## src/rtl/reg_bank_seq_if.sv

```systemverilog
// reg_bank_seq_if: bundles the decoder-side command handshake and the reg_bank-side
// select/strobe signals driven by the register-bank sequencer.
//   cmd_valid/cmd_ready/cmd_op/cmd_dst/cmd_src/cmd_hl : decoded command handshake
//   done/err                                          : completion pulses to the decoder
//   ip_sel/ip_reg_sel/rtr_sel/hl_sel                  : reg_bank write source/destination selects
//   reg_wr/reg_wr_ack                                 : write strobe and its acknowledge
//   reg_clr/reg_clr_sel                               : clear strobe and target
//   pc_incr                                           : PC increment strobe
// Modports: slave = sequencer view, master = environment (decoder + reg_bank) view.
interface reg_bank_seq_if #(
  parameter int unsigned SEL_W = 9
) ();
  logic               cmd_valid;
  logic               cmd_ready;
  logic [2:0]         cmd_op;
  logic [SEL_W-2:0]   cmd_dst;
  logic [SEL_W-2:0]   cmd_src;
  logic [1:0]         cmd_hl;
  logic               reg_wr_ack;
  logic [2:0]         ip_sel;
  logic [SEL_W-1:0]   ip_reg_sel;
  logic [SEL_W-1:0]   rtr_sel;
  logic [1:0]         hl_sel;
  logic               reg_wr;
  logic               reg_clr;
  logic [SEL_W-1:0]   reg_clr_sel;
  logic               pc_incr;
  logic               done;
  logic               err;

  modport slave (
    input  cmd_valid, cmd_op, cmd_dst, cmd_src, cmd_hl, reg_wr_ack,
    output cmd_ready, ip_sel, ip_reg_sel, rtr_sel, hl_sel, reg_wr, reg_clr, reg_clr_sel,
           pc_incr, done, err
  );

  modport master (
    output cmd_valid, cmd_op, cmd_dst, cmd_src, cmd_hl, reg_wr_ack,
    input  cmd_ready, ip_sel, ip_reg_sel, rtr_sel, hl_sel, reg_wr, reg_clr, reg_clr_sel,
           pc_incr, done, err
  );
endinterface

```

## src/rtl/reg_bank_seq.sv

```systemverilog
// reg_bank_seq: control-side driver for reg_bank. Accepts one decoded register command per
// handshake, sequences reg_bank's select/strobe inputs, closes the reg_wr/reg_wr_ack handshake
// with a timeout and reports done/err pulses back to the decoder.
// Ports:
//   clk    : clock, all state on the rising edge
//   rst    : asynchronous active-high reset
//   bus_io : reg_bank_seq_if.slave (command handshake, reg_bank selects/strobes, done/err)
// Optional feature: define REG_BANK_SEQ_AUTO_PC_EN to route every successful WR_*/CLR through
// one pc_incr pulse before DONE.
module reg_bank_seq #(
  parameter int unsigned SEL_W       = 9,
  parameter int unsigned ACK_TIMEOUT = 16,
  parameter int unsigned TO_W        = 5
) (
  input logic            clk,
  input logic            rst,
  reg_bank_seq_if.slave  bus_io
);

  localparam logic [2:0] OpNop   = 3'd0;
  localparam logic [2:0] OpWrRtr = 3'd1;
  localparam logic [2:0] OpWrAlu = 3'd2;
  localparam logic [2:0] OpWrDib = 3'd3;
  localparam logic [2:0] OpWrImm = 3'd4;
  localparam logic [2:0] OpClr   = 3'd5;
  localparam logic [2:0] OpPcInc = 3'd6;
  localparam logic [2:0] OpRsvd  = 3'd7;

  // MSB set = no register selected.
  localparam logic [SEL_W-1:0] SelIdle = {1'b1, {(SEL_W-1){1'b0}}};

  typedef enum logic [2:0] {
    StIdle, StSetup, StWrite, StClear, StPcinc, StDone, StErr
  } state_e;

`ifdef REG_BANK_SEQ_AUTO_PC_EN
  localparam state_e StPostOp = StPcinc;
`else
  localparam state_e StPostOp = StDone;
`endif

  state_e            state_q, state_d;
  logic [TO_W-1:0]   cnt_q, cnt_d;
  logic [2:0]        op_q, op_d;
  logic [SEL_W-2:0]  dst_q, dst_d;
  logic [SEL_W-2:0]  src_q, src_d;
  logic [1:0]        hl_q, hl_d;

  always_ff @(posedge clk or posedge rst) begin
    if (rst) begin
      state_q <= StIdle;
      cnt_q   <= '0;
      op_q    <= OpNop;
      dst_q   <= '0;
      src_q   <= '0;
      hl_q    <= '0;
    end else begin
      state_q <= state_d;
      cnt_q   <= cnt_d;
      op_q    <= op_d;
      dst_q   <= dst_d;
      src_q   <= src_d;
      hl_q    <= hl_d;
    end
  end

  always_comb begin
    state_d = state_q;
    cnt_d   = '0;
    op_d    = op_q;
    dst_d   = dst_q;
    src_d   = src_q;
    hl_d    = hl_q;
    case (state_q)
      StIdle: begin
        if (bus_io.cmd_valid) begin
          op_d  = bus_io.cmd_op;
          dst_d = bus_io.cmd_dst;
          src_d = bus_io.cmd_src;
          hl_d  = bus_io.cmd_hl;
          case (bus_io.cmd_op)
            OpNop:   state_d = StDone;
            OpRsvd:  state_d = StErr;
            OpPcInc: state_d = StPcinc;
            default: state_d = StSetup;
          endcase
        end
      end
      StSetup: state_d = (op_q == OpClr) ? StClear : StWrite;
      StWrite: begin
        cnt_d = cnt_q + 1'b1;
        // Ack takes priority over a coincident timeout.
        if (bus_io.reg_wr_ack) begin
          state_d = StPostOp;
        end else if (cnt_q == TO_W'(ACK_TIMEOUT - 1)) begin
          state_d = StErr;
        end
      end
      StClear: state_d = StPostOp;
      StPcinc: state_d = StDone;
      StDone:  state_d = StIdle;
      StErr:   state_d = StIdle;
      default: state_d = StIdle;
    endcase
  end

  always_comb begin
    bus_io.cmd_ready   = (state_q == StIdle);
    bus_io.ip_sel      = 3'd0;
    bus_io.ip_reg_sel  = SelIdle;
    bus_io.rtr_sel     = SelIdle;
    bus_io.hl_sel      = 2'd0;
    bus_io.reg_clr_sel = SelIdle;
    bus_io.reg_wr      = (state_q == StWrite);
    bus_io.reg_clr     = (state_q == StClear);
    bus_io.pc_incr     = (state_q == StPcinc);
    bus_io.done        = (state_q == StDone);
    bus_io.err         = (state_q == StErr);

    if (state_q == StSetup || state_q == StWrite) begin
      case (op_q)
        OpWrRtr: begin
          bus_io.ip_sel     = 3'd1;
          bus_io.ip_reg_sel = {1'b0, dst_q};
          bus_io.rtr_sel    = {1'b0, src_q};
        end
        OpWrAlu: begin
          bus_io.ip_sel     = 3'd2;
          bus_io.ip_reg_sel = {1'b0, dst_q};
        end
        OpWrDib: begin
          bus_io.ip_sel     = 3'd3;
          bus_io.ip_reg_sel = {1'b0, dst_q};
        end
        OpWrImm: begin
          bus_io.ip_sel     = 3'd4;
          bus_io.ip_reg_sel = {1'b0, dst_q};
          bus_io.hl_sel     = hl_q;
        end
        default: ;
      endcase
    end

    if ((state_q == StSetup || state_q == StClear) && op_q == OpClr) begin
      bus_io.reg_clr_sel = {1'b0, dst_q};
    end
  end

endmodule

```

## src/flat_wrapper.sv

```systemverilog
// flat-port wrapper written by rule: the top's interface ports become plain ports
module reg_bank_seq_flat 
#(
  parameter int unsigned SEL_W       = 9,
  parameter int unsigned ACK_TIMEOUT = 16,
  parameter int unsigned TO_W        = 5
)
  (clk, rst, bus_io_cmd_valid, bus_io_cmd_op, bus_io_cmd_dst, bus_io_cmd_src, bus_io_cmd_hl, bus_io_reg_wr_ack, bus_io_cmd_ready, bus_io_ip_sel, bus_io_ip_reg_sel, bus_io_rtr_sel, bus_io_hl_sel, bus_io_reg_wr, bus_io_reg_clr, bus_io_reg_clr_sel, bus_io_pc_incr, bus_io_done, bus_io_err);
  reg_bank_seq_if #(.SEL_W(SEL_W)) bus_io_i ();
  input logic clk;
  input logic rst;
  input wire logic [$bits(bus_io_i.cmd_valid)-1:0] bus_io_cmd_valid;
  input wire logic [$bits(bus_io_i.cmd_op)-1:0] bus_io_cmd_op;
  input wire logic [$bits(bus_io_i.cmd_dst)-1:0] bus_io_cmd_dst;
  input wire logic [$bits(bus_io_i.cmd_src)-1:0] bus_io_cmd_src;
  input wire logic [$bits(bus_io_i.cmd_hl)-1:0] bus_io_cmd_hl;
  input wire logic [$bits(bus_io_i.reg_wr_ack)-1:0] bus_io_reg_wr_ack;
  output wire logic [$bits(bus_io_i.cmd_ready)-1:0] bus_io_cmd_ready;
  output wire logic [$bits(bus_io_i.ip_sel)-1:0] bus_io_ip_sel;
  output wire logic [$bits(bus_io_i.ip_reg_sel)-1:0] bus_io_ip_reg_sel;
  output wire logic [$bits(bus_io_i.rtr_sel)-1:0] bus_io_rtr_sel;
  output wire logic [$bits(bus_io_i.hl_sel)-1:0] bus_io_hl_sel;
  output wire logic [$bits(bus_io_i.reg_wr)-1:0] bus_io_reg_wr;
  output wire logic [$bits(bus_io_i.reg_clr)-1:0] bus_io_reg_clr;
  output wire logic [$bits(bus_io_i.reg_clr_sel)-1:0] bus_io_reg_clr_sel;
  output wire logic [$bits(bus_io_i.pc_incr)-1:0] bus_io_pc_incr;
  output wire logic [$bits(bus_io_i.done)-1:0] bus_io_done;
  output wire logic [$bits(bus_io_i.err)-1:0] bus_io_err;
  assign bus_io_i.cmd_valid = bus_io_cmd_valid;
  assign bus_io_i.cmd_op = bus_io_cmd_op;
  assign bus_io_i.cmd_dst = bus_io_cmd_dst;
  assign bus_io_i.cmd_src = bus_io_cmd_src;
  assign bus_io_i.cmd_hl = bus_io_cmd_hl;
  assign bus_io_i.reg_wr_ack = bus_io_reg_wr_ack;
  assign bus_io_cmd_ready = bus_io_i.cmd_ready;
  assign bus_io_ip_sel = bus_io_i.ip_sel;
  assign bus_io_ip_reg_sel = bus_io_i.ip_reg_sel;
  assign bus_io_rtr_sel = bus_io_i.rtr_sel;
  assign bus_io_hl_sel = bus_io_i.hl_sel;
  assign bus_io_reg_wr = bus_io_i.reg_wr;
  assign bus_io_reg_clr = bus_io_i.reg_clr;
  assign bus_io_reg_clr_sel = bus_io_i.reg_clr_sel;
  assign bus_io_pc_incr = bus_io_i.pc_incr;
  assign bus_io_done = bus_io_i.done;
  assign bus_io_err = bus_io_i.err;
  reg_bank_seq #(.SEL_W(SEL_W), .ACK_TIMEOUT(ACK_TIMEOUT), .TO_W(TO_W)) u_core (.clk(clk), .rst(rst), .bus_io(bus_io_i));
endmodule
```

## config.mk

```make
export PLATFORM = sky130hd
export DESIGN_NAME = reg_bank_seq_flat
export DESIGN_NICKNAME = d
export VERILOG_FILES = /design/src/rtl/reg_bank_seq_if.sv /design/src/rtl/reg_bank_seq.sv /design/src/flat_wrapper.sv
export SDC_FILE = /design/constraint.sdc
export NUM_CORES = 1
export LEC_CHECK = 0
export ABC_CLOCK_PERIOD_IN_PS = 4250
export CORE_UTILIZATION = 46
export CTS_CLUSTER_DIAMETER = 40
export DETAILED_ROUTE_END_ITERATION = 7
export GPL_TIMING_DRIVEN = 0
export PLACE_DENSITY = 0.8
export RECOVER_POWER = 100
export REMOVE_ABC_BUFFERS = 1
export SKIP_LAST_GASP = 1
export SYNTH_ARGS = -nofsm -noshare
export SYNTH_HDL_FRONTEND = slang
export SYNTH_SLANG_ARGS = --single-unit
```

## constraint.sdc

```tcl
create_clock -name clk -period 4.25 [get_ports clk]
set_input_delay 0.85 -clock clk [delete_from_list [all_inputs] [get_ports clk]]
set_output_delay 0.85 -clock clk [all_outputs]
set_load 0.03 [all_outputs]
```

### Word-level counts from Yosys, hierarchy flattened

Index checks and enable logic that the tools add are counted.

* memory bits (read-only): 0
* bits in latches: 0
* RAM bits: 0
* register bits after elaboration: 29
* word-level logic and storage cells: 48
* memories: 0

* equality and inequality tests: 16
* multiplexer cells: 16
* multiply operators: 0
* add/sub/neg operators: 1
* bitwise gates (word level): 0
* divide/modulo/power cells: 0
* order comparisons: 0
* shifts and indexed selects: 0
* reductions and logical operators: 9

Operators by type and width (number)
* $mux 9: 5
* $pmux 3 s4: 2
* $eq 3x3->1 const B: 7
* $eq 3x2->1 const B: 4
* $mux 3: 4
* $pmux 3 s3: 1
* $eq 3x1->1 const B: 2
* $logic_not 3->1: 2
* $add 5x1->5 const B: 1
* $eq 5x4->1 const B: 1
* $mux 5: 1
* $mux 2: 2
* $reduce_and 2->1: 2
* $reduce_or 4->1: 1
* $ne 3x2->1 const B: 1
* $logic_or 1x1->1: 2
* $ne 2x2->1 const B: 1
* $reduce_or 2->1: 1
* $logic_and 1x1->1: 1
* $mux 1: 1

### Logic depth before layout (Yosys ltp)

Gate-level depths: netlist (run 1).

* word-level depth: 4
* depth in mapped cells: 5
* gate-level depth less buffers: 5

### Worst setup path after synthesis (run 1)

Ideal clock, no wire load.

* path kind: register to output
* start point: reg u_core.state_q[1]
* end point: out bus_io_ip_sel[1]
* data required time: 3.400 ns
* path buffers: 1
* stages on the path, launching flop included: 4
* arrival: 1.713 ns
* path slack: 1.687 ns
* cells stage by stage: dfrtp_1 -> buf_6 -> xnor2_4 -> nor4b_1

* word-level cells in the longest chain between the ends: 3

Ends and longest elaborated chain
* start: declaration: RTL line reg_bank_seq.sv:42 `state_e state_q, state_d;`
* start signal: assignment: RTL line reg_bank_seq.sv:51 `state_q <= StIdle;`
* start signal: assignment: RTL line reg_bank_seq.sv:58 `state_q <= state_d;`
* $eq 3x1->1 or $eq 3x2->1 (tied branches): RTL line reg_bank_seq.sv:120 `if (state_q == StSetup || state_q == StWrite) begin`
* $logic_or 1x1->1 *: RTL line reg_bank_seq.sv:120
* $mux 3 *: RTL line reg_bank_seq.sv:120
* end: declaration: RTL line flat_wrapper.sv:19 `output wire logic [$bits(bus_io_i.ip_sel)-1:0] bus_io_ip_sel;`

Every way passes the cells marked *; elsewhere a longest branch is shown, timed or not.

### Worst setup path after layout (run 1)

* start point: reg u_core.state_q[1]
* end point: out bus_io_ip_reg_sel[7]

* word-level cells in the longest chain between the ends: 3

Ends and longest elaborated chain
* $eq 3x1->1 or $eq 3x2->1 (tied branches): RTL line reg_bank_seq.sv:120
* $logic_or 1x1->1 *: RTL line reg_bank_seq.sv:120
* $mux 9 *: RTL line reg_bank_seq.sv:120
* end: declaration: RTL line flat_wrapper.sv:20 `output wire logic [$bits(bus_io_i.ip_reg_sel)-1:0] bus_io_ip_reg_sel;`

Marks and branches as above.

==> results of run 1 <==
-- stage by stage --
stage,hold WS [ns],instance area [um2],utilization [%],power (mW)
6_report,0.4691,2233,70.83,1.465
5_1_grt,0.4935,2233,70.83,1.559
4_1_cts,0.4705,2236,70.91,1.515
3_5_place_dp,0.4587,2193,69.56,1.369
3_3_place_gp,0.4443,2193,69.56,1.334
2_1_floorplan,0.4329,1518,-,1.064
-- cell usage in the layout, fill, tap and decap left out, drive strengths merged --
master and n:
nor2b 2, nand2b 2, nand3 1, nor4b 2, nand2 1, o22ai 1
xnor2 2, a31oi 1, and3 2, inv 7, xor2 1, nand4 1
or2 2, ha 2, a221o 1, nor4 1, or2b 1, a211oi 1
clkinv 1, and4b 1, a221oi 1, and2 27, clkbuf 5, nor2 8
o21ai 1, dlygate4sd3 40, mux2 21, dfrtp 29, clkdlybuf4s50 22, and4 2
nor3 5, o31a 1, nor3b 2
-- critical path: stages, from the launching register on --
cell and delay (ns):
dfrtp_1 0.64, xnor2_4 0.18, nor4b_4 0.47, and2_1 0.20, dlygate4sd3_1 0.75
-- cells in the mapped netlist (all sizes together) (2+ instances only) --
library cell  number  area (um2)
nor4b              2       32.53
nor2               8       30.03
buf                5       50.04
mux2              21       236.5
and2              27       171.4
inv                7       26.28
and4               2       17.52
nor2b              2       12.51
xnor2              2       36.29
nor3b              2       15.01
and3               2       12.51
nor3               5       36.29
nand2b             2       12.51
dfrtp             29       725.7
ha                 2       25.02
or2                2       12.52
-- registers in the layout, summed over array words and instances, names as in the netlist --
signal          flops
u_core.src_q        8
u_core.op_q         3
u_core.state_q      3
u_core.dst_q        8
u_core.cnt_q        5
u_core.hl_q         2
-- metal layers --
layer | GRT usage (%) | routed length, um | vias to the layer above
met1 | 23.07 | 1334 | 605
li1 | - | - | 587
met2 | 36.58 | 1771 | 37
met5 | 0 | 0 | -
met4 | 5.844 | 44 | 0
met3 | 6.397 | 180 | 6
-- kinds of logic after synthesis --
kind of cell / after synthesis / share of synthesized area (%)
compound gates: 7 / 3.345
xor+xnor: 3 / 2.867
fa+ha+maj: 2 / 1.592
buf+inv: 13 / 5.095
flops: 29 / 46.18
mux: 21 / 15.05
simple gates: 60 / 25.88
-- power breakdown --
group | internal [mW] | leakage (nW) | total [mW] | switching (mW)
Clock | 0.0572 | 0.0269 | 0.146 | 0.0887
Combinational | 0.375 | 0.641 | 0.789 | 0.415
Sequential | 0.397 | 0.355 | 0.530 | 0.133
-- worst paths after layout --
path	start	cells past startpoint	slack, ns	endpoint
max	u_core.state_q[1]	4	0.83	bus_io_ip_reg_sel[7]
max reg2reg	u_core.state_q[2]	3	1.78	u_core.src_q[5]
max in group asynchronous	rst	2	2.38	u_core.state_q[0]
min	u_core.cnt_q[0]	1	0.47	u_core.cnt_q[0]
min reg2reg	u_core.cnt_q[0]	1	0.47	u_core.cnt_q[0]
min in group asynchronous	rst	2	1.23	u_core.src_q[7]
-- cell type report --
cell class	count	share of cell area [%]
Clock inverter	1	0.2241
Timing Repair Buffer	62	27.79
Tap cell	44	2.465
Sequential cell	29	32.49
Inverter	7	1.176
Clock buffer	5	1.681
Multi-Input combinational cell	93	34.17
==> results.py, run 1 <==
metrics = {
    "status": {
        "outcome": "finished, final reports clean",
    },
    "logic_synthesis": {
        "async_flop_share_pct": 100.0,
        "ys_seq_area_share_pct": 46.18,
        "yosys_warnings": 0,
        "ys.flop_type": "dfrtp_1",
        "syn_area_um2": 1572,
        "ys_ff_latch": 29,
        "syn_inst": 135,
        "synth-edff-count": 0,
        "synthDistinctLibCells": 38,
        "synth.avg_cell_area_um2": 11.64,
    },
    "sta": {
        "setup_slack_ns": 0.8293,
        "maxSlewViolCount": 0,
        "timing.final.crit_share_pct": 80.49,
        "min_period_ns": 3.421,
        "worst_pin_slew_ns": 1.372,
        "slew_headroom_pct": 8.480,
        "fmax_mhz": 292.3,
        "tns_ns": 0,
        "rsz0062_at_grt": "false",
        "hold_viol": 0,
        "setup_viol": 0,
        "fin_worst_skew_ns": 0.004352,
    },
    "die": {
        "coreArea_um2": 3153,
        "initial_core_util_pct": 49.84,
        "rows": 20,
        "fp.dieH_um": 60.45,
        "die_area_um2": 3654,
        "die_w_um": 60.45,
        "ios": 63,
    },
    "layout": {
        "syn_to_final_growth_pct": 42.12,
        "multiInputGateArea_um2": 763.2,
        "diodes": 0,
        "ff_latch_area_um2": 725.7,
        "final_cells": 241,
        "drive_gt1_share_pct": 13.71,
        "nFillCells": 261,
        "nets": 225,
    },
    "cts": {
        "cts_buffer_depth": 2,
        "path_clk_slew_ns": 0.08,
        "cts_hold_buf": 0,
        "cts_setup_buffers": 0,
        "clockRootBuffer": "clkbuf_4",
        "clock_sinks": 29,
        "insertion_delay_ns": 0.32,
        "numCtsBuffers": 5,
        "cts_resized": 0,
        "htreeDepth": 2,
        "cts_tree": "yes",
    },
    "grt": {
        "antenna_found_initial": 0,
        "grt_pass1_vias": 1225,
        "grt_max_degree": 30,
        "grt_pass1_wl_um": 5368,
        "track_usage_pct": 20.29,
        "gr-total-overflow": 0,
    },
    "placement": {
        "placedCellCount": 235,
        "detailed_place_hpwl_um": 2525,
        "routabilityCongestion": 0.8079,
        "dp_slack_ns": 1.255,
        "port_buffers": 62,
    },
    "pwr": {
        "p_leak_nw": 1.022,
        "peakVddDrop_mv": 0.2898,
        "power.density_nw_per_um2": 656.2,
    },
    "setup_path": {
        "worstPathArrival_ns": 2.57,
        "cp-end-kind": "primary output",
        "crit_type": "flop to primary output",
        "worstPathRequired_ns": 3.40,
        "cp_max_fo": 10,
        "start_kind": "flop",
    },
    "detailed_routing": {
        "drc": 0,
        "wl_per_cell_um": 13.82,
        "vias_per_cell": 5.124,
        "drt_first_pass_iters": 4,
        "num_vias": 1235,
        "ant_nets": 0,
        "wl_um": 3331,
        "first_iter_violations": 67,
    },
    "min_path": {
        "hold_class": "flop to flop",
    },
    "job": {
        "drv_cap": 0,
    },
}
No activity file was read; power rests on OpenSTA's default activity.
==> run 2: changes to the inputs <==
ABC_CLOCK_PERIOD_IN_PS = 2750   (was 4250)
CORE_UTILIZATION = 39   (was 46)
PLACE_DENSITY = 0.72   (was 0.8)
clock period = 2.75 ns   (was 4.25 ns; I/O delays follow)
==> run 2 against run 1 <==
First-iteration DRC count down 21%. Sequential power up 55%. Setup slack worse by 0.71 ns. Power up 70%. Utilization down 11 points. Cell count up 3.7%. Largest power group unchanged.
==> results.py, run 2 (synthesis gave the netlist of run 1 again) <==
metrics = {
    "sta": {
        "fmax_mhz": 380.2,
        "min_period_ns": 2.630,
        "rsz0062_at_grt": "false",
        "setup_slack_ns": 0.1198,
        "worst_pin_slew_ns": 1.340,
        "holdWs_ns": 0.4882,
        "maxSlewViolCount": 0,
        "tns_ns": 0,
        "slew_headroom_pct": 10.60,
        "setup_viol": 0,
        "fin_worst_skew_ns": 0.002942,
        "timing.final.crit_share_pct": 95.64,
        "hold_viol": 0,
    },
    "cts": {
        "path_clk_slew_ns": 0.06,
        "numCtsBuffers": 5,
        "cts_hold_buf": 0,
        "insertion_delay_ns": 0.28,
        "clock_sinks": 29,
        "cts_tree": "yes",
        "htreeDepth": 2,
        "clockRootBuffer": "clkbuf_8",
        "cts_buffer_depth": 2,
    },
    "layout": {
        "final_cell_mix": "clkdlybuf4s50_1 (26), dfrtp_1 (26), and2_1 (20)",
        "nFillCells": 333,
        "ff_latch_area_um2": 729.5,
        "nets": 228,
        "syn_to_final_growth_pct": 43.63,
        "diodes": 0,
        "reg_top3": "u_core.dst_q: 8 flops, u_core.src_q: 8 flops, u_core.cnt_q: 5 flops",
        "multiInputGateArea_um2": 753.2,
        "drive_gt1_share_pct": 16.34,
    },
    "detailed_routing": {
        "ant_nets": 0,
        "vias_per_cell": 5.068,
        "num_vias": 1267,
        "first_iter_violations": 53,
        "wl_per_cell_um": 14.96,
        "drt_first_pass_iters": 4,
        "drc": 0,
        "wl_um": 3739,
    },
    "setup_path": {
        "cp_max_fo": 13,
        "critPathLaunch": "u_core.state_q[2]",
        "reg2reg_from": "u_core.state_q[2]",
        "worstPathRequired_ns": 2.20,
        "start_kind": "flop",
        "crit_type": "flop to primary output",
        "cp-end-kind": "primary output",
        "worstPathArrival_ns": 2.08,
    },
    "job": {
        "drv_cap": 0,
    },
    "die": {
        "die_w_um": 65.48,
        "rows": 22,
        "coreArea_um2": 3771,
        "initial_core_util_pct": 41.67,
        "fp.dieH_um": 65.48,
        "ios": 63,
        "die_area_um2": 4288,
    },
    "placement": {
        "dp_slack_ns": -0.03245,
        "detailed_place_hpwl_um": 2783,
        "port_buffers": 62,
        "routabilityCongestion": 0.7861,
    },
    "pwr": {
        "clkPwrFrac_pct": 18.2,
        "pwr-share-seq_pct": 33.0,
        "total_power_mw": 2.488,
        "p_int_mw": 1.469,
        "switchingPower_mw": 1.019,
        "p_leak_nw": 1.023,
        "peakVddDrop_mv": 0.5098,
        "power.density_nw_per_um2": 1102,
        "p_sw_share_pct": 40.96,
        "combPwrFrac_pct": 48.8,
    },
    "grt": {
        "track_usage_pct": 19.56,
        "gr-total-overflow": 0,
        "grt_pass1_wl_um": 6244,
        "grt_max_degree": 30,
        "grt_pass1_vias": 1374,
        "antenna_found_initial": 0,
    },
    "min_path": {
        "hold_class": "flop to flop",
        "holdCritStartpoint": "u_core.src_q[6]",
    },
    "status": {
        "outcome": "finished, final reports clean",
    },
}
run 2: power by group through the flow:
stage               clock (mW)  combinational, mW  sequential (mW)
floorplan                    0              0.873            0.771
global placement             0               1.26            0.809
detailed placement           0               1.30            0.829
CTS                      0.463               1.28            0.827
global route             0.480               1.31            0.856
finish                   0.453               1.21            0.821
run 2: area by class of cell:
| type | instances | area share [%] |
|---|---|---|
| timing repair buffer | 65 | 25.33 |
| tap | 48 | 2.661 |
| inverter | 7 | 1.164 |
| clock buffer | 7 | 3.825 |
| multi-input combinational | 93 | 33.37 |
| clock inverter | 1 | 1.330 |
| sequential | 29 | 32.32 |
run 2: path summary, 6_finish.rpt:
path | end | slack [ns] | depth (start not counted)
hold reg to reg | u_core.src_q[6] | 0.49 | 1
min in group asynchronous | u_core.cnt_q[4] | 0.98 | 2
hold / removal | u_core.src_q[6] | 0.49 | 1
max in group asynchronous | u_core.state_q[1] | 1.04 | 2
setup reg to reg | u_core.dst_q[3] | 0.32 | 3
setup / recovery | bus_io_reg_wr | 0.12 | 4
run 2: worst max-delay path, cell delays in order, from the launching register on:
cell and delay (ns):
dfrtp_2 0.52, nor2b_1 0.26, nand2b_1 0.19, inv_1 0.10
dlygate4sd3_1 0.74
run 2: per-stage QoR:
stage	cells	instance area, um2	utilization (%)
after detailed placement	239	2198	58.29
after floorplan	129	1518	-
final	250	2257	59.85
after global placement	239	2198	58.29
after global routing	250	2257	59.85
after CTS	250	2322	61.58
run 2: what timing repair did:
| action | CTS | global route |
|---|---|---|
| buffers inserted | 3 | 0 |
| pin swaps | 2 | 0 |
| resized for setup | 20 | 9 |
| setup endpoints to repair | 27 | 9 |
| cloned | 0 | 0 |
run 2: metal layers:
| metal | track usage (%) | vias up | part of all wire [%] | wire length, um |
|---|---|---|---|---|
| met5 | 0 | - | 0 | 0 |
| met4 | 8.967 | 0 | 2.6 | 97 |
| met3 | 6.250 | 11 | 6.4 | 240 |
| met2 | 35.44 | 48 | 53 | 1974 |
| met1 | 20.29 | 617 | 38 | 1426 |
| li1 | - | 591 | - | - |
